$ cat src/rtl/count_seg_scan.sv
// count_seg_scan
//   Display stage for a 4-bit binary counter. Snapshots the counter value,
//   splits it into two BCD digits and scans them onto a 2-digit common-anode
//   7-segment display. Blank dead-time gaps between digits prevent ghosting.
//   A one-cycle frame strobe marks the start of each scan frame.
//
// Ports
//   clk        in   rising-edge clock
//   rst        in   asynchronous active-high reset
//   count[3:0] in   counter value to display
//   load       in   capture count (takes effect at the next frame boundary)
//   seg[6:0]   out  segments {g,f,e,d,c,b,a}, polarity per SEG_ACT_LOW
//   an[1:0]    out  digit enables, an[0] = ones, an[1] = tens
//   frame_stb  out  one-cycle pulse with the first ones-digit output cycle
//
// Parameters
//   SCAN_DIV     cycles each digit is driven (1..255)
//   DEAD         blank cycles between digits (0..15, 0 = no gap states)
//   SEG_ACT_LOW  1: seg/an active-low, 0: active-high
//
// Configuration macro
//   SEG_BLANK_LZ_EN  when defined, a zero tens digit is blanked (" 7" not "07")

module count_seg_scan #(
    parameter int unsigned SCAN_DIV    = 4,
    parameter int unsigned DEAD        = 1,
    parameter bit          SEG_ACT_LOW = 1'b1
) (
    input  logic       clk,
    input  logic       rst,
    input  logic [3:0] count,
    input  logic       load,
    output logic [6:0] seg,
    output logic [1:0] an,
    output logic       frame_stb
);

    localparam int unsigned DIV_W = 8;
    localparam logic [DIV_W-1:0] DIGIT_LAST = DIV_W'(SCAN_DIV - 1);
    localparam logic [DIV_W-1:0] GAP_LAST   = DIV_W'((DEAD == 0) ? 0 : DEAD - 1);
    localparam bit               HAS_GAP    = (DEAD != 0);
    localparam logic [6:0]       SEG_OFF    = SEG_ACT_LOW ? 7'h7F : 7'h00;
    localparam logic [1:0]       AN_OFF     = SEG_ACT_LOW ? 2'b11 : 2'b00;

    typedef enum logic [1:0] {
        S_ONES = 2'd0,
        S_GAP1 = 2'd1,
        S_TENS = 2'd2,
        S_GAP0 = 2'd3
    } state_t;

    state_t           state;
    state_t           state_nxt;
    logic [DIV_W-1:0] div_cnt;
    logic             last;
    logic             frame_enter;

    logic [3:0]       hold;
    logic [3:0]       snap;
    logic             pend;

    logic             tens;
    logic [3:0]       ones;

    logic [6:0]       seg_nxt;
    logic [1:0]       an_nxt;
    logic             stb_nxt;

    // Segment pattern, active-high, gfedcba
    function automatic logic [6:0] font(input logic [3:0] d);
        logic [6:0] p;
        case (d)
            4'd0:    p = 7'h3F;
            4'd1:    p = 7'h06;
            4'd2:    p = 7'h5B;
            4'd3:    p = 7'h4F;
            4'd4:    p = 7'h66;
            4'd5:    p = 7'h6D;
            4'd6:    p = 7'h7D;
            4'd7:    p = 7'h07;
            4'd8:    p = 7'h7F;
            4'd9:    p = 7'h6F;
            default: p = 7'h00;
        endcase
        return p;
    endfunction

    // State register and per-state cycle counter
    always_ff @(posedge clk or posedge rst) begin
        if (rst) begin
            state   <= S_ONES;
            div_cnt <= '0;
        end else begin
            state   <= state_nxt;
            div_cnt <= last ? '0 : div_cnt + DIV_W'(1);
        end
    end

    // Next-state logic; gap states are bypassed when DEAD is zero
    always_comb begin
        state_nxt = state;
        last      = 1'b0;
        case (state)
            S_ONES, S_TENS: last = (div_cnt == DIGIT_LAST);
            default:        last = (div_cnt == GAP_LAST);
        endcase
        if (last) begin
            case (state)
                S_ONES:  state_nxt = HAS_GAP ? S_GAP1 : S_TENS;
                S_GAP1:  state_nxt = S_TENS;
                S_TENS:  state_nxt = HAS_GAP ? S_GAP0 : S_ONES;
                default: state_nxt = S_ONES;
            endcase
        end
        frame_enter = last && (state_nxt == S_ONES);
    end

    // Capture: loads park in hold and transfer to snap only at a frame boundary,
    // so both digits of a frame always come from the same value.
    always_ff @(posedge clk or posedge rst) begin
        if (rst) begin
            hold <= '0;
            snap <= '0;
            pend <= 1'b0;
        end else if (frame_enter) begin
            if (load) begin
                hold <= count;
                snap <= count;
                pend <= 1'b0;
            end else if (pend) begin
                snap <= hold;
                pend <= 1'b0;
            end
        end else if (load) begin
            hold <= count;
            pend <= 1'b1;
        end
    end

    // Binary to BCD, input range 0..15
    always_comb begin
        tens = (snap >= 4'd10);
        ones = tens ? (snap - 4'd10) : snap;
    end

    // Output decode (active-high internally, polarity applied at the end)
    always_comb begin
        logic [6:0] seg_on;
        logic [1:0] an_on;
        seg_on  = 7'h00;
        an_on   = 2'b00;
        stb_nxt = (state == S_ONES) && (div_cnt == '0);
        case (state)
            S_ONES: begin
                an_on  = 2'b01;
                seg_on = font(ones);
            end
            S_TENS: begin
`ifdef SEG_BLANK_LZ_EN
                if (tens) begin
                    an_on  = 2'b10;
                    seg_on = font({3'b000, tens});
                end
`else
                an_on  = 2'b10;
                seg_on = font({3'b000, tens});
`endif
            end
            default: begin
                an_on  = 2'b00;
                seg_on = 7'h00;
            end
        endcase
        seg_nxt = SEG_ACT_LOW ? ~seg_on : seg_on;
        an_nxt  = SEG_ACT_LOW ? ~an_on  : an_on;
    end

    // Output registers; reset blanks the display immediately
    always_ff @(posedge clk or posedge rst) begin
        if (rst) begin
            seg       <= SEG_OFF;
            an        <= AN_OFF;
            frame_stb <= 1'b0;
        end else begin
            seg       <= seg_nxt;
            an        <= an_nxt;
            frame_stb <= stb_nxt;
        end
    end

endmodule

$ cat config.mk
export PLATFORM = sky130hd
export DESIGN_NAME = count_seg_scan
export DESIGN_NICKNAME = d
export VERILOG_FILES = /design/src/rtl/count_seg_scan.sv
export SDC_FILE = /design/constraint.sdc
export NUM_CORES = 1
export LEC_CHECK = 0
export ABC_AREA = 1
export CAP_MARGIN = 20
export CORE_MARGIN = 3
export CORE_UTILIZATION = 50
export CTS_CLUSTER_SIZE = 24
export DETAILED_ROUTE_END_ITERATION = 10
export PLACE_DENSITY = 0.7
export SLEW_MARGIN = 25
export SYNTH_ARGS = -nofsm -noshare
export SYNTH_HDL_FRONTEND = slang
export SYNTH_SLANG_ARGS = --single-unit
$ cat constraint.sdc
create_clock -name clk -period 1.5 [get_ports clk]
set_input_delay 0.225 -clock clk [delete_from_list [all_inputs] [get_ports clk]]
set_output_delay 0.225 -clock clk [all_outputs]
set_load 0.1 [all_outputs]
# Yosys cells after proc, flatten, opt, wreduce, memory -nomap -nowiden
# Memories as Yosys holds them, arrays and structs flattened.
# Index checks and enable logic that the tools add are counted.
# word_totals
regBits	29
output_inout_bits	10
word_cells	39
mem_count	1
romBits	112
# mem_list
memory	depth	word_bits	rd	rd_ports_with_merged_regs	write_ports	line	text
(name not given)	16	7	1	0	0	72	case (d)
# op_classes
reduce_logical	9
mux	12
n_eq_ne	3
magnitude_cmp	1
bitwise_logic	3
n_addsub	2
# ops
cell	count
one-hot mux 7 bit (2 select lines)	2
2-to-1 mux 4 bit	3
adder 8 x 1 -> 8 bit (second input constant)	1
equality test 8 x 2 -> 1 bit (second input constant)	1
logical NOT 8 bit	1
2-to-1 mux 8 bit	1
NOT 7 bit	1
one-hot mux 2 bit (3 select lines)	1
>= comparator 4 bit (second input constant)	1
logical NOT 2 bit	2
one-hot mux 2 bit (2 select lines)	1
nonzero test 2 bit	2
subtractor 4 bit (second input constant)	1
2-to-1 mux 1 bit	3
equality test 2 x 1 -> 1 bit (second input constant)	1
equality test 2 bit (second input constant)	1
logical AND 1 bit	2
2-to-1 mux 2 bit	1
NOT 2 bit	1
AND reduction 2 bit	1
OR reduction 2 bit	1
NOT 1 bit	1

# Logic depth before layout (Yosys ltp)
# depth
word_depth	7
ltp_mapped	10
depth_no_buf	10

# Least setup slack after synthesis
# No wires, ideal clock.
# synth_path
path_type	register to register
startpoint	register state[0]
endpoint	register snap[0]
path_stages_with_launch	10
period_less_slack_ns	1.388
setup_time_ns	0.117
slack_ns	0.112
arrival_time_ns	1.271
path_buffers	0
cell_sequence	dfrtp_1 -> inv_1 -> ha_1 -> inv_1 -> nand2_1 -> nand3_1 -> o21bai_2 -> nand2_4 -> nand4_1 -> nand2_1
# synth_between
elab_chain_len	7
elab_cells_between_ends	10
classes_between	eq/ne (2); mux (3); reduce/logical (5)
# synth_lines
item	line	text
from (decl)	52	state_t state;
from (signal assigned)	94	state <= state_nxt;
equality test 2 bit / logical NOT 2 bit (equally long branches)	103, 108	
OR reduction 2 bit	103	case (state)
2-to-1 mux 1 bit	103	
2-to-1 mux 2 bit	107	if (last) begin
logical NOT 2 bit	115	frame_enter = last && (state_nxt == S_ONES);
logical AND 1 bit *	115	
AND reduction 2 bit (no source line) *	-	
to (signal assigned)	128	snap <= count;
to (signal assigned)	131	snap <= hold;
to (decl)	59	logic [3:0] snap;
# Mark *: on every way between the ends. The rest lies on a longest branch, timed or not.
# A chain may end at the register's enable or synchronous reset.

# Final worst setup path
# layout_path
startpoint	register state[1]
endpoint	register snap[1]
# The elaborated chain is that of the path after synthesis.

==> flow_summary.yaml <==
timing:
  worst_pin_slew_ps: 482
  rsz0062_at_grt: "true"
  fin_hold_ws_ps: 253
  min_period_ps: 1500
  clock_skew_ps: 3.99
  fmax_mhz: 665
  tns_ps: -4.62
  setup_viol: 1
  setup_ws_ps: -4.62
  slew_viol_final: 0
  hold_viol: 0
  maxSlewHeadroom_pct: 67.8
  final.period_utilization_pct: 100
clocking:
  clk_path_buf_depth: 2
  tritoncts: "built"
  h-tree-depth: 2
  clock-root-buffer: "clkbuf_4"
  cts.sinks: 29
  tritoncts.num_buffers: 5
  cts.clk_slew.worst_paths_ps: 90
  postCtsHoldBufs: 0
  clock_latency_ps: 330
die:
  row_count: 19
  die_x_um: 61.5
  io_pins: 17
  die_height_um: 61.5
  dieArea_mm2: 0.00378
  core_area_mm2: 0.00285
  start_util_pct: 53.9
cells_and_area:
  area_delta_synth_final_pct: 36.6
  final_cells: 243
  drive_above_1_share_pct: 39.6
  layout.nets: 228
  final_common_cell: "nand2_1"
  antenna_cells: 0
  final_cell_mix: "nand2_1, inv_1, dfrtp_1"
global_routing:
  grt_pass1_vias: 1174
  grt_max_degree: 30
  antenna_found_initial: 0
  grt_use_total_pct: 16.9
  grt_remaining_overflow: 0
  grt_first_pass_wirelength_um: 4660
job:
  cap_violations: 0
routing:
  via_per_inst: 5.09
  postRouteAntennaNets: 0
  dr.pass1.iters: 4
  drt-met1-wl_um: 1170
  wl_per_cell_um: 12.4
  maxUsedRoutingLayer: "met4"
  dr_total_vias: 1236
  wl_um: 3010
  drt_iter0_markers: 36
  wl_met2_um: 1580
  drc_errors: 0
  wl_met3_um: 147
critical_path:
  critPathMaxFanout: 7
  cp.arrival_ps: 1720
  ff2ff_path_depth: 9
  start_kind: "register"
  path_class: "reg2reg"
  crit_required_ps: 1720
  cp-end-kind: "register"
hold_path:
  hold_path_class: "in2async"
yosys:
  synth-seq-cells: 29
  synth_cell_type_count: 25
  syn-num-nets: 192
  synthesis.area_mm2: 0.00154
  ys_seq_area_share_pct: 47.9
  synth_warnings: 0
  ys_async_sr_fraction_pct: 100
  syn_avg_cell_area_um2: 8.79
  synth_edf_count: 0
  syn_inst: 175
  synthFlopType: "dfrtp_1"
placed_design:
  place_congestion: 0.804
  io_buffers: 16
  dp_slack_ps: -21.1
  hpwl_um: 2040
  placedCellCount: 226
outcome:
  outcome: "complete, but fails checks"
  violations: "negative setup slack"
power:
  internal_power_uw: 1230
  power_density_mw_per_mm2: 829
  pwr-share-seq_pct: 48.2
  power.share.clock_pct: 31.0
  peakVddDrop_uv: 612
  p_leak_uw: 0.00104
  p_switching_uw: 515
  power_frac_comb_pct: 20.9
  switching_share_pct: 29.6
## cell type report
class	instances	area (um^2)
tap	31	38.8
fill	208	751
clock buffer	7	65.1
timing repair buffer	29	358
clock inverter	1	5.00
inverter	38	148
multi-input combinational	108	751
sequential	29	737
## what timing repair did
action,4_1_cts,5_1_grt
setup endpoints to repair,4,13
setup buffers,2,7
pin swaps,2,14
gates resized for setup,4,30
## kinds of logic after synthesis
logic type	share of synthesized area [%]
simple gates	24.1
buf+inv	9.27
compound gates	8.29
fa+ha+maj	8.13
xor+xnor	2.28
flops	47.9
## cells in the mapped netlist (2+ instances only)
master / number / area [um^2]
o21ai_0: 6 / 30.0
inv_2: 2 / 7.51
dfstp_2: 9 / 236
xor2_1: 2 / 17.5
o21ai_1: 2 / 10.0
nand2_2: 5 / 31.3
a21oi_1: 7 / 35.0
nor2_4: 2 / 22.5
nand4_1: 4 / 25.0
inv_1: 36 / 135
nand2_1: 42 / 158
ha_1: 10 / 125
dfrtp_1: 20 / 500
nor2_2: 2 / 12.5
nor3_1: 4 / 20.0
nand2_4: 2 / 22.5
nand3_1: 3 / 15.0
nor2_1: 9 / 33.8
xnor2_1: 2 / 17.5
## power by group through the flow
stage,combinational [uW],clock [uW],sequential [uW]
4_1_cts,316,545,839
5_1_grt,396,593,844
2_1_floorplan,132,0,927
3_3_place_gp,305,0,852
3_5_place_dp,314,0,853
6_report,364,540,839
## worst paths after layout
check	from	endpoint	slack, ps
min	rst	frame_stb	250
min in group clk	count[2]	hold[2]	450
max reg2reg	state[1]	snap[1]	-5
min reg2reg	div_cnt[0]	div_cnt[0]	480
max in group asynchronous	rst	seg[0]	940
max	state[1]	snap[1]	-5
## through the flow
stage / total power, uW / util [%] / area (um^2)
final: 1740 / 73.7 / 2100
after global routing: 1830 / 73.7 / 2100
after CTS: 1700 / 68.6 / 1960
after detailed placement: 1170 / 65.5 / 1870
after global placement: 1160 / 65.5 / 1870
after floorplan: 1060 / - / 1540
## sequential cells by signal (all words and copies together), names as in the netlist
| name | count |
|---|---|
| pend | 1 |
| hold | 4 |
| state | 2 |
| seg | 7 |
| snap | 4 |
| div_cnt | 8 |
| an | 2 |
| frame_stb | 1 |
## worst max-delay path, cell delays in order, from the launching register on
cell	delay, ps
dfrtp_1	450
inv_2	120
ha_4	150
inv_4	40
nand2_4	80
nand3_1	90
o21bai_2	170
nand2_4	100
nand4_1	120
nand2_1	70
## per-layer routing
layer / up-vias / global-route usage, %
li1: 612 / -
met1: 571 / 17.9
met2: 37 / 30.8
met3: 16 / 3.98
met4: 0 / 8.48
met5: - / 0
(Power assumes the default switching activity.)
